<file path="config.mk">
export PLATFORM = sky130hd
export DESIGN_NAME = gemm_tile_sequencer
export DESIGN_NICKNAME = d
export VERILOG_FILES = /design/src/rtl/gemm_pkg.sv /design/src/rtl/ceiling_counter.sv /design/src/rtl/gemm_tile_sequencer.sv
export SDC_FILE = /design/constraint.sdc
export NUM_CORES = 1
export LEC_CHECK = 0
export BUFFER_PORTS_ARGS = -buffer_cell sky130_fd_sc_hd__buf_2
export CORE_MARGIN = 2
export CORE_UTILIZATION = 45
export DETAILED_ROUTE_END_ITERATION = 12
export PLACE_DENSITY = 0.68
export SLEW_MARGIN = 15
export SYNTH_ARGS = -nofsm -noshare
export SYNTH_HDL_FRONTEND = slang
export SYNTH_SLANG_ARGS = --single-unit
</file>
<file path="constraint.sdc">
create_clock -name clk_i -period 2.75 [get_ports clk_i]
set_clock_uncertainty 0.15 [all_clocks]
set_input_delay 0.1375 -clock clk_i [delete_from_list [all_inputs] [get_ports clk_i]]
set_output_delay 0.1375 -clock clk_i [all_outputs]
set_load 0.03 [all_outputs]
</file>
<file path="src/rtl/gemm_pkg.sv">
// rtl/gemm_pkg.sv - shared types and defaults for the GeMM tile sequencer
// Contents: gemm_tile_state_t (sequencer states), DefaultAddrWidth (config/counter width).
package gemm_pkg;

    localparam int unsigned DefaultAddrWidth = 16;

    typedef enum logic [1:0] {
        TileIdle,
        TileBusy,
        TileDrain,
        TileFinish
    } gemm_tile_state_t;

endpackage

</file>
<file path="src/rtl/ceiling_counter.sv">
// rtl/ceiling_counter.sv - counter that wraps to zero at a runtime ceiling
// Ports: clk_i/rst_ni (async active-low), clr_i (sync clear, wins over en_i),
//        en_i (advance), ceiling_i (count range 0..ceiling-1),
//        count_o (current value), at_ceil_o (count_o is the last value of the range).
module ceiling_counter import gemm_pkg::*; #(
    parameter int unsigned Width      = DefaultAddrWidth,
    parameter bit          HasCeiling = 1'b1
) (
    input  logic             clk_i,
    input  logic             rst_ni,
    input  logic             clr_i,
    input  logic             en_i,
    input  logic [Width-1:0] ceiling_i,
    output logic [Width-1:0] count_o,
    output logic             at_ceil_o
);

    logic [Width-1:0] count_d, count_q;
    logic             at_ceil;

    // Without a ceiling the counter simply rolls over at all-ones.
    assign at_ceil = HasCeiling ? (count_q == (ceiling_i - Width'(1))) : (&count_q);

    always_comb begin
        count_d = count_q;
        if (clr_i) begin
            count_d = '0;
        end else if (en_i) begin
            count_d = at_ceil ? '0 : count_q + Width'(1);
        end
    end

    always_ff @(posedge clk_i or negedge rst_ni) begin
        if (!rst_ni) begin
            count_q <= '0;
        end else begin
            count_q <= count_d;
        end
    end

    assign count_o   = count_q;
    assign at_ceil_o = at_ceil;

endmodule

</file>
<file path="src/rtl/gemm_tile_sequencer.sv">
// rtl/gemm_tile_sequencer.sv - walks an M x N tile grid, K input beats per tile
// Ports: clk_i/rst_ni (async active-low); start_i + cfg_M_i/cfg_N_i/cfg_K_i (job launch,
//        sampled in Idle); input_valid_i/input_ready_o (operand beats); acc_clr_o (first beat
//        of a tile); result_valid_o/result_ready_i (tile result); busy_o, done_o (job status);
//        M_count_o/N_count_o/K_count_o (position). With GEMM_TILE_PERF_EN defined an extra
//        stall_cnt_o[31:0] output counts stalled Busy/Drain cycles (saturating).
module gemm_tile_sequencer import gemm_pkg::*; #(
    parameter int unsigned AddrWidth = DefaultAddrWidth
) (
    input  logic                 clk_i,
    input  logic                 rst_ni,
    input  logic                 start_i,
    input  logic [AddrWidth-1:0] cfg_M_i,
    input  logic [AddrWidth-1:0] cfg_N_i,
    input  logic [AddrWidth-1:0] cfg_K_i,
    input  logic                 input_valid_i,
    output logic                 input_ready_o,
    output logic                 acc_clr_o,
    output logic                 result_valid_o,
    input  logic                 result_ready_i,
    output logic                 busy_o,
    output logic                 done_o,
    output logic [AddrWidth-1:0] M_count_o,
    output logic [AddrWidth-1:0] N_count_o,
    output logic [AddrWidth-1:0] K_count_o
`ifdef GEMM_TILE_PERF_EN
    ,
    output logic [31:0]          stall_cnt_o
`endif
);

    gemm_tile_state_t     state_d, state_q;
    logic [AddrWidth-1:0] cfg_m_d, cfg_m_q, cfg_n_d, cfg_n_q, cfg_k_d, cfg_k_q;
    logic                 input_ready_d, input_ready_q;
    logic                 result_valid_d, result_valid_q;
    logic                 busy_d, busy_q;
    logic                 done_d, done_q;

    logic start_acc, cfg_zero, beat_acc, res_hs, last_tile;
    logic cnt_clr, n_en, m_en;
    logic k_at_ceil, n_at_ceil, m_at_ceil;

    assign start_acc = (state_q == TileIdle) & start_i;
    assign cfg_zero  = (cfg_M_i == '0) | (cfg_N_i == '0) | (cfg_K_i == '0);
    assign beat_acc  = input_valid_i & input_ready_q;
    assign res_hs    = result_valid_q & result_ready_i;
    assign last_tile = m_at_ceil & n_at_ceil;

    // Clearing on the final handshake makes the counters read zero during Finish.
    assign cnt_clr = start_acc | (res_hs & last_tile);
    assign n_en    = res_hs & ~last_tile;
    assign m_en    = n_en & n_at_ceil;

    ceiling_counter #(.Width(AddrWidth), .HasCeiling(1'b1)) u_k_cnt (
        .clk_i     (clk_i),
        .rst_ni    (rst_ni),
        .clr_i     (cnt_clr),
        .en_i      (beat_acc),
        .ceiling_i (cfg_k_q),
        .count_o   (K_count_o),
        .at_ceil_o (k_at_ceil)
    );

    ceiling_counter #(.Width(AddrWidth), .HasCeiling(1'b1)) u_n_cnt (
        .clk_i     (clk_i),
        .rst_ni    (rst_ni),
        .clr_i     (cnt_clr),
        .en_i      (n_en),
        .ceiling_i (cfg_n_q),
        .count_o   (N_count_o),
        .at_ceil_o (n_at_ceil)
    );

    ceiling_counter #(.Width(AddrWidth), .HasCeiling(1'b1)) u_m_cnt (
        .clk_i     (clk_i),
        .rst_ni    (rst_ni),
        .clr_i     (cnt_clr),
        .en_i      (m_en),
        .ceiling_i (cfg_m_q),
        .count_o   (M_count_o),
        .at_ceil_o (m_at_ceil)
    );

    always_comb begin
        state_d = state_q;
        cfg_m_d = cfg_m_q;
        cfg_n_d = cfg_n_q;
        cfg_k_d = cfg_k_q;
        unique case (state_q)
            TileIdle: begin
                if (start_i) begin
                    cfg_m_d = cfg_M_i;
                    cfg_n_d = cfg_N_i;
                    cfg_k_d = cfg_K_i;
                    state_d = cfg_zero ? TileFinish : TileBusy;
                end
            end
            TileBusy: begin
                if (beat_acc && k_at_ceil) state_d = TileDrain;
            end
            TileDrain: begin
                if (res_hs) state_d = last_tile ? TileFinish : TileBusy;
            end
            TileFinish: state_d = TileIdle;
            default:    state_d = TileIdle;
        endcase
        // Outputs are decoded from the next state so they are flops aligned with state_q.
        input_ready_d  = (state_d == TileBusy);
        result_valid_d = (state_d == TileDrain);
        busy_d         = (state_d != TileIdle);
        done_d         = (state_d == TileFinish);
    end

    always_ff @(posedge clk_i or negedge rst_ni) begin
        if (!rst_ni) begin
            state_q        <= TileIdle;
            cfg_m_q        <= '0;
            cfg_n_q        <= '0;
            cfg_k_q        <= '0;
            input_ready_q  <= 1'b0;
            result_valid_q <= 1'b0;
            busy_q         <= 1'b0;
            done_q         <= 1'b0;
        end else begin
            state_q        <= state_d;
            cfg_m_q        <= cfg_m_d;
            cfg_n_q        <= cfg_n_d;
            cfg_k_q        <= cfg_k_d;
            input_ready_q  <= input_ready_d;
            result_valid_q <= result_valid_d;
            busy_q         <= busy_d;
            done_q         <= done_d;
        end
    end

    assign input_ready_o  = input_ready_q;
    assign result_valid_o = result_valid_q;
    assign busy_o         = busy_q;
    assign done_o         = done_q;
    assign acc_clr_o      = beat_acc & (K_count_o == '0);

`ifdef GEMM_TILE_PERF_EN
    logic [31:0] stall_cnt_d, stall_cnt_q;

    always_comb begin
        stall_cnt_d = stall_cnt_q;
        if (start_acc) begin
            stall_cnt_d = '0;
        end else if (((input_ready_q & ~input_valid_i) | (result_valid_q & ~result_ready_i))
                     && (stall_cnt_q != '1)) begin
            stall_cnt_d = stall_cnt_q + 32'd1;
        end
    end

    always_ff @(posedge clk_i or negedge rst_ni) begin
        if (!rst_ni) begin
            stall_cnt_q <= '0;
        end else begin
            stall_cnt_q <= stall_cnt_d;
        end
    end

    assign stall_cnt_o = stall_cnt_q;
`endif

endmodule

</file>
Word level (Yosys, flattened, before mapping)
Index checks and enable logic that the tools add are counted.
Storage, ports and cells
  bits in registers: 102
  bits of input ports: 53
  output and inout bits: 53
  logic and storage cells: 64
Operators by class
  add/subtract/negate cells: 6
  equal/unequal tests: 9
  muxes and demuxes: 15
  bitwise gates (word level): 12
  reductions and logical operators: 11
Operator list (count)
  2-to-1 mux 16 bit: 9
  zero test 16 bit: 4
  adder 16 x 1 -> 16 bit, second input constant: 3
  == test 16 bit: 3
  subtractor 16 x 1 -> 16 bit, second input constant: 3
  2-to-1 mux 2 bit: 5
  AND 1 bit: 8
  == test 2 bit, second input constant: 4
  case mux 2 bit (4 select lines): 1
  nonzero test 2 bit: 4
  == test 2 x 1 -> 1 bit, second input constant: 2
  bitwise OR 1 bit: 3
  zero test 2 bit: 1
  AND reduction 2 bit: 1
  logical AND 1 bit: 1
  NOT 1 bit: 1

Depth between registers and ports, before layout
  depth after elaboration: 8
  mapped depth: 12
  gate-level depth less buffers: 10

Modules after synthesis
From an unflattened synthesis, not the netlist that was laid out.
Second synthesis, totals
  cells, all modules: 672
  area total of the unflattened synthesis: 6443.7 µm²
By module, submodules not included
  ceiling_counter: instances 3, cells an instance 174, area each 1412.6 µm², seq. area each 400.4 µm²
  gemm_tile_sequencer: instances 1, cells an instance 150, area each 2205.9 µm², seq. area each 1351.3 µm²

Worst setup path after synthesis
No wires, ideal clock.
  kind: register to register
  start point: reg cfg_n_q[3]
  end point: reg u_m_cnt.count_q[10], in the netlist u_m_cnt.count_o[10]
  library setup time: 0.121 ns
  arrival time: 2.731 ns
  data required time: 2.479 ns
  slack: -0.252 ns
  cell stages (with the launch flop): 13
  buffers on the path: 4
  period minus slack after synthesis: 3.002 ns
  cell sequence: dfrtp_1 buf_6 or4_4 buf_6 nor3_2 mux2_2 o211ai_1 nand3_1 o21ai_1 buf_4 buf_12 o21ai_2 a22o_1
Between the ends
  word-level cells in the longest chain between the ends: 7
  elaborated cells between the ends (all ways): 10
  those cells by class: add/sub (1); eq/ne (1); mux (1); bitwise (6); reduce/logical (1)
Ends and longest elaborated chain
  start, declared: RTL line gemm_tile_sequencer.sv:33  | logic [AddrWidth-1:0] cfg_m_d, cfg_m_q, cfg_n_d, cfg_n_q, cfg_k_d, cfg_k_q;
  start signal, assigned: RTL line gemm_tile_sequencer.sv:127  | cfg_n_q <= cfg_n_d;
  subtractor 16 x 1 -> 16 bit (*): RTL line ceiling_counter.sv:22  | assign at_ceil = HasCeiling ? (count_q == (ceiling_i - Width'(1))) : (&count_q);
  == test 16 bit (*): RTL line ceiling_counter.sv:22
  AND 1 bit: RTL line gemm_tile_sequencer.sv:47  | assign last_tile = m_at_ceil & n_at_ceil;
  NOT 1 bit: RTL line gemm_tile_sequencer.sv:51  | assign n_en = res_hs & ~last_tile;
  AND 1 bit: RTL line gemm_tile_sequencer.sv:51
  AND 1 bit: RTL line gemm_tile_sequencer.sv:52  | assign m_en = n_en & n_at_ceil;
  nonzero test 2 bit (no line)
  end signal, assigned: RTL line ceiling_counter.sv:37  | count_q <= count_d;
  end, declared: RTL line ceiling_counter.sv:18  | logic [Width-1:0] count_d, count_q;
Mark *: on every way between the ends. The rest lies on a longest branch, timed or not.
A chain may end at the register's enable or synchronous reset.

Worst setup path in the final report
  start point: reg cfg_n_q[3]
  end point: reg u_m_cnt.count_q[7], in the netlist u_m_cnt.count_o[7]
Same word-level chain as after synthesis.

==> results by group <==
Logic synthesis
  • Syn nets: around 850
  • Register area share after synthesis: 0.385
  • Complex-gate fraction of the synthesized area: 0.141
  • Post-synth EDFFs: 0
  • Yosys top cell area share: 0.385
  • Netlist Area Pre-Place: approximately 0.0066 mm^2
  • Synth Flop Type: dfrtp_1
  • Main combinational cell family by area after synthesis: simple AND/OR/NAND/NOR gates
  • Mean post-synth cell area: 8.41 um^2
  • Synth warn: 0
  • Synth Area in XOR/XNOR: 0.0872
  • Synth area leader: dfrtp_1
  • Cell variety after synth: about 70
  • Area share of and/or/nand/nor cells after synthesis: 0.315
  • Yosys reg bits: just over 100
  • Post-synthesis adder-cell area fraction: 0.0132
  • Post-synthesis mux area share: 0.0177
  • Asr flop ratio synth: 1.00
  • Mapped Cells: around 790
  • Top cells by area, synth: dfrtp_1 38%, nand2_1 9.4%, xor2_1 4.8%, xnor2_1 4.0%, nor2_1 3.1%

STA
  • Period utilization: 1.08
  • Max-Slew Margin vs Limit: 0.449
  • Post-layout min period: between 2 and 3 ns
  • Final hold violations: 0
  • RSZ-0062 raised after global routing: yes
  • Count of pins over their slew limit: 0
  • Setup violation total in the final timing report: 48
  • Worst setup margin: -0.214 ns
  • Fmax: approximately 340 MHz
  • Worst Max-Slew Pin Slew: 0.823 ns

Pwr
  • Switching share of power: 0.354
  • P_int: between 0.003 and 0.004 W
  • Lkg Pwr: ~4.2 nW
  • Sequential share of power: 0.358
  • Clock power frac: 0.260
  • Peak supply drop: a little under 300 uV
  • Sw power: 0.00192 W
  • Power Dens Cells: roughly 600 mW/mm^2
  • Part of the power in combinational logic: 0.381

Clock network
  • Inserted Clock Buffers: 9
  • Root Driver: clkbuf_16
  • Clk buf depth: 2
  • Clk_lat worst skew: approximately 0.36 ns
  • Clock sinks: around 100
  • TritonCTS clock tree: yes
  • Worst-path clk slew: roughly 0.07 ns
  • Htree depth: 3

Cells and area
  • Fin nets: approximately 1100
  • Fin util: 0.629
  • Area of the multi-input gates: about 0.004 mm^2
  • Share of cells above drive strength 1: 0.284
  • Most frequent cells in the layout: 166 x nand2_1, 104 x buf_2, 102 x dfrtp_1
  • Final instance area: 0.00910 mm^2
  • Fillers: 1237
  • Commonest non-fill, non-tap cell in the layout: nand2_1
  • Area Growth Syn to Fin: 37.3%
  • Sequential Area: around 0.0026 mm^2

Detailed routing
  • DR vias: 6650
  • WL/cell: 16.4 um
  • Initial DRC Count: 400
  • Post-route DRC: 0
  • Final ANT Viol Nets: 0
  • Via density: around 5.5
  • Detailed Routing Iterations Pass 1: 5
  • Drt total wl: ~20 mm

Placed design
  • Port bufs: 105
  • Placed Area: about 0.0080 mm^2
  • RePlAce Congestion: between 0.9 and 1
  • Post-DP HPWL: about 14 mm

Flow run
  • Max Cap Violations: 0

Floorplanning
  • Die height: 125 um
  • Total die area: 0.0157 mm^2
  • Initial core utilization: 0.458
  • Die Span X: around 130 um
  • Site Rows: 44
  • Boundary Pins: 106
  • Core area: around 0.014 mm^2

Status
  • Status: finished, violations left
  • Failing checks: setup timing

GRT
  • Vias in the first global route: approximately 6400
  • All-Layer GR Usage: 0.249
  • Global-route wire length before repair: approximately 32 mm
  • Largest net degree at the start of global routing: 55
  • GRT overflow: 0
  • Initial antenna violation count: 1

Setup path
  • Worst Path Required: approximately 2.9 ns
  • Crit path arrival time: just over 3 ns
  • Crit Path Class: reg -> reg
  • Setup crit start kind: flop
  • CP Capture Type: flop
  • Critical Path Fanout Max: 7

Worst hold path
  • Hold Crit Class: in -> reg
## Yosys cell counts, types with 8 or more instances
master    number
or3_1          8
xnor2_1       30
inv_1         22
a22o_1        13
nand3_1       36
a211oi_1       8
xor2_1        36
o21ai_0       24
nand3b_1       8
o211ai_1       8
nand4_1       19
and3_1        17
nor4_1        26
nor3_1        17
and2_1         9
nor2b_1       15
nor2_1        54
o21ai_1        8
dfrtp_1      102
clkbuf_1      27
a21oi_1       10
nand2_1      166
## power by group through the flow
| stage | clock (W) | sequential (W) | combinational, W |
|---|---|---|---|
| after floorplan | 0 | 0.00207 | 0.00104 |
| after global placement | 0 | 0.00196 | 0.00183 |
| after detailed placement | 0 | 0.00196 | 0.00186 |
| after CTS | 0.00144 | 0.00194 | 0.00197 |
| after global routing | 0.00150 | 0.00198 | 0.00228 |
| final | 0.00142 | 0.00195 | 0.00207 |
## layout make-up
type | instances | share of cell area
clock buffers | 11 | 0.0267
diodes | 1 | 0.000275
multi-input cells | 629 | 0.448
clock inverters | 5 | 0.00893
inverters | 22 | 0.00907
repair buffers | 248 | 0.201
flip-flops and latches | 102 | 0.280
well taps | 184 | 0.0253
## registers in the layout, summed over array words and instances, names as in the netlist, 2 cells and up
name / cells
state_q: 2
u_k_cnt.count_o: 16
cfg_m_q: 16
cfg_n_q: 16
cfg_k_q: 16
u_n_cnt.count_o: 16
u_m_cnt.count_o: 16
## logic make-up after synthesis
| logic type | count (synthesis) |
|---|---|
| mux | 11 |
| compound gates | 128 |
| flops | 102 |
| simple gates | 417 |
| xor+xnor | 66 |
| fa+ha+maj | 7 |
| buf+inv | 58 |
## routing by layer
layer,global-route usage,routed length [um],vias to the layer above
met3,0.0308,792,27
met2,0.407,9340,160
met4,0.0882,433,0
li1,-,-,3261
met5,0,0,-
met1,0.343,9120,3202
## what timing repair did
| action | 4_1_cts | 5_1_grt |
|---|---|---|
| hold buffers | 49 | 0 |
| gates cloned | 0 | 2 |
| endpoints found under the hold margin | 101 | 0 |
| setup buffers | 2 | 6 |
| pin swaps | 8 | 20 |
| setup endpoints to repair | 50 | 54 |
| gates resized for setup | 20 | 36 |
## final timing paths
| check | startpoint | end | slack, ns | cells after the start |
|---|---|---|---|---|
| worst max-delay path | cfg_n_q[3] | u_m_cnt.count_o[7] | -0.21 | 10 |
| worst min-delay path | input_valid_i | u_k_cnt.count_o[0] | 0.01 | 4 |
| worst max register to register | cfg_n_q[3] | u_m_cnt.count_o[7] | -0.21 | 10 |
| worst min register to register | cfg_m_q[15] | cfg_m_q[15] | 0.36 | 2 |
| max in group asynchronous | rst_ni | busy_o | 1.48 | 3 |
| min in group asynchronous | rst_ni | cfg_n_q[15] | 0.24 | 2 |
## worst max-delay path, stage by stage, from the launching register on
cell and delay (ns):
dfrtp_1 0.39, or4_4 0.62, nor3_4 0.17, mux2_4 0.31
o211ai_1 0.30, nand3_2 0.15, o21ai_4 0.23, buf_12 0.14
clkbuf_16 0.13, o21ai_1 0.06, a22o_1 0.20
## through the flow
stage          setup TNS, ns  cells  setup WS, ns  power [W]  hold WS [ns]
6_report               -7.00   1202        -0.214    0.00544        0.0150
3_3_place_gp           -3.56   1128        -0.150    0.00379        0.0956
3_5_place_dp           -5.19   1128        -0.191    0.00382        0.0948
4_1_cts                -3.47   1195        -0.139    0.00534        0.0107
2_1_floorplan         -0.697    789       -0.0900    0.00311        -0.308
5_1_grt               -11.39   1202        -0.293    0.00575        0.0598
Power figures use the tool's default switching activity.
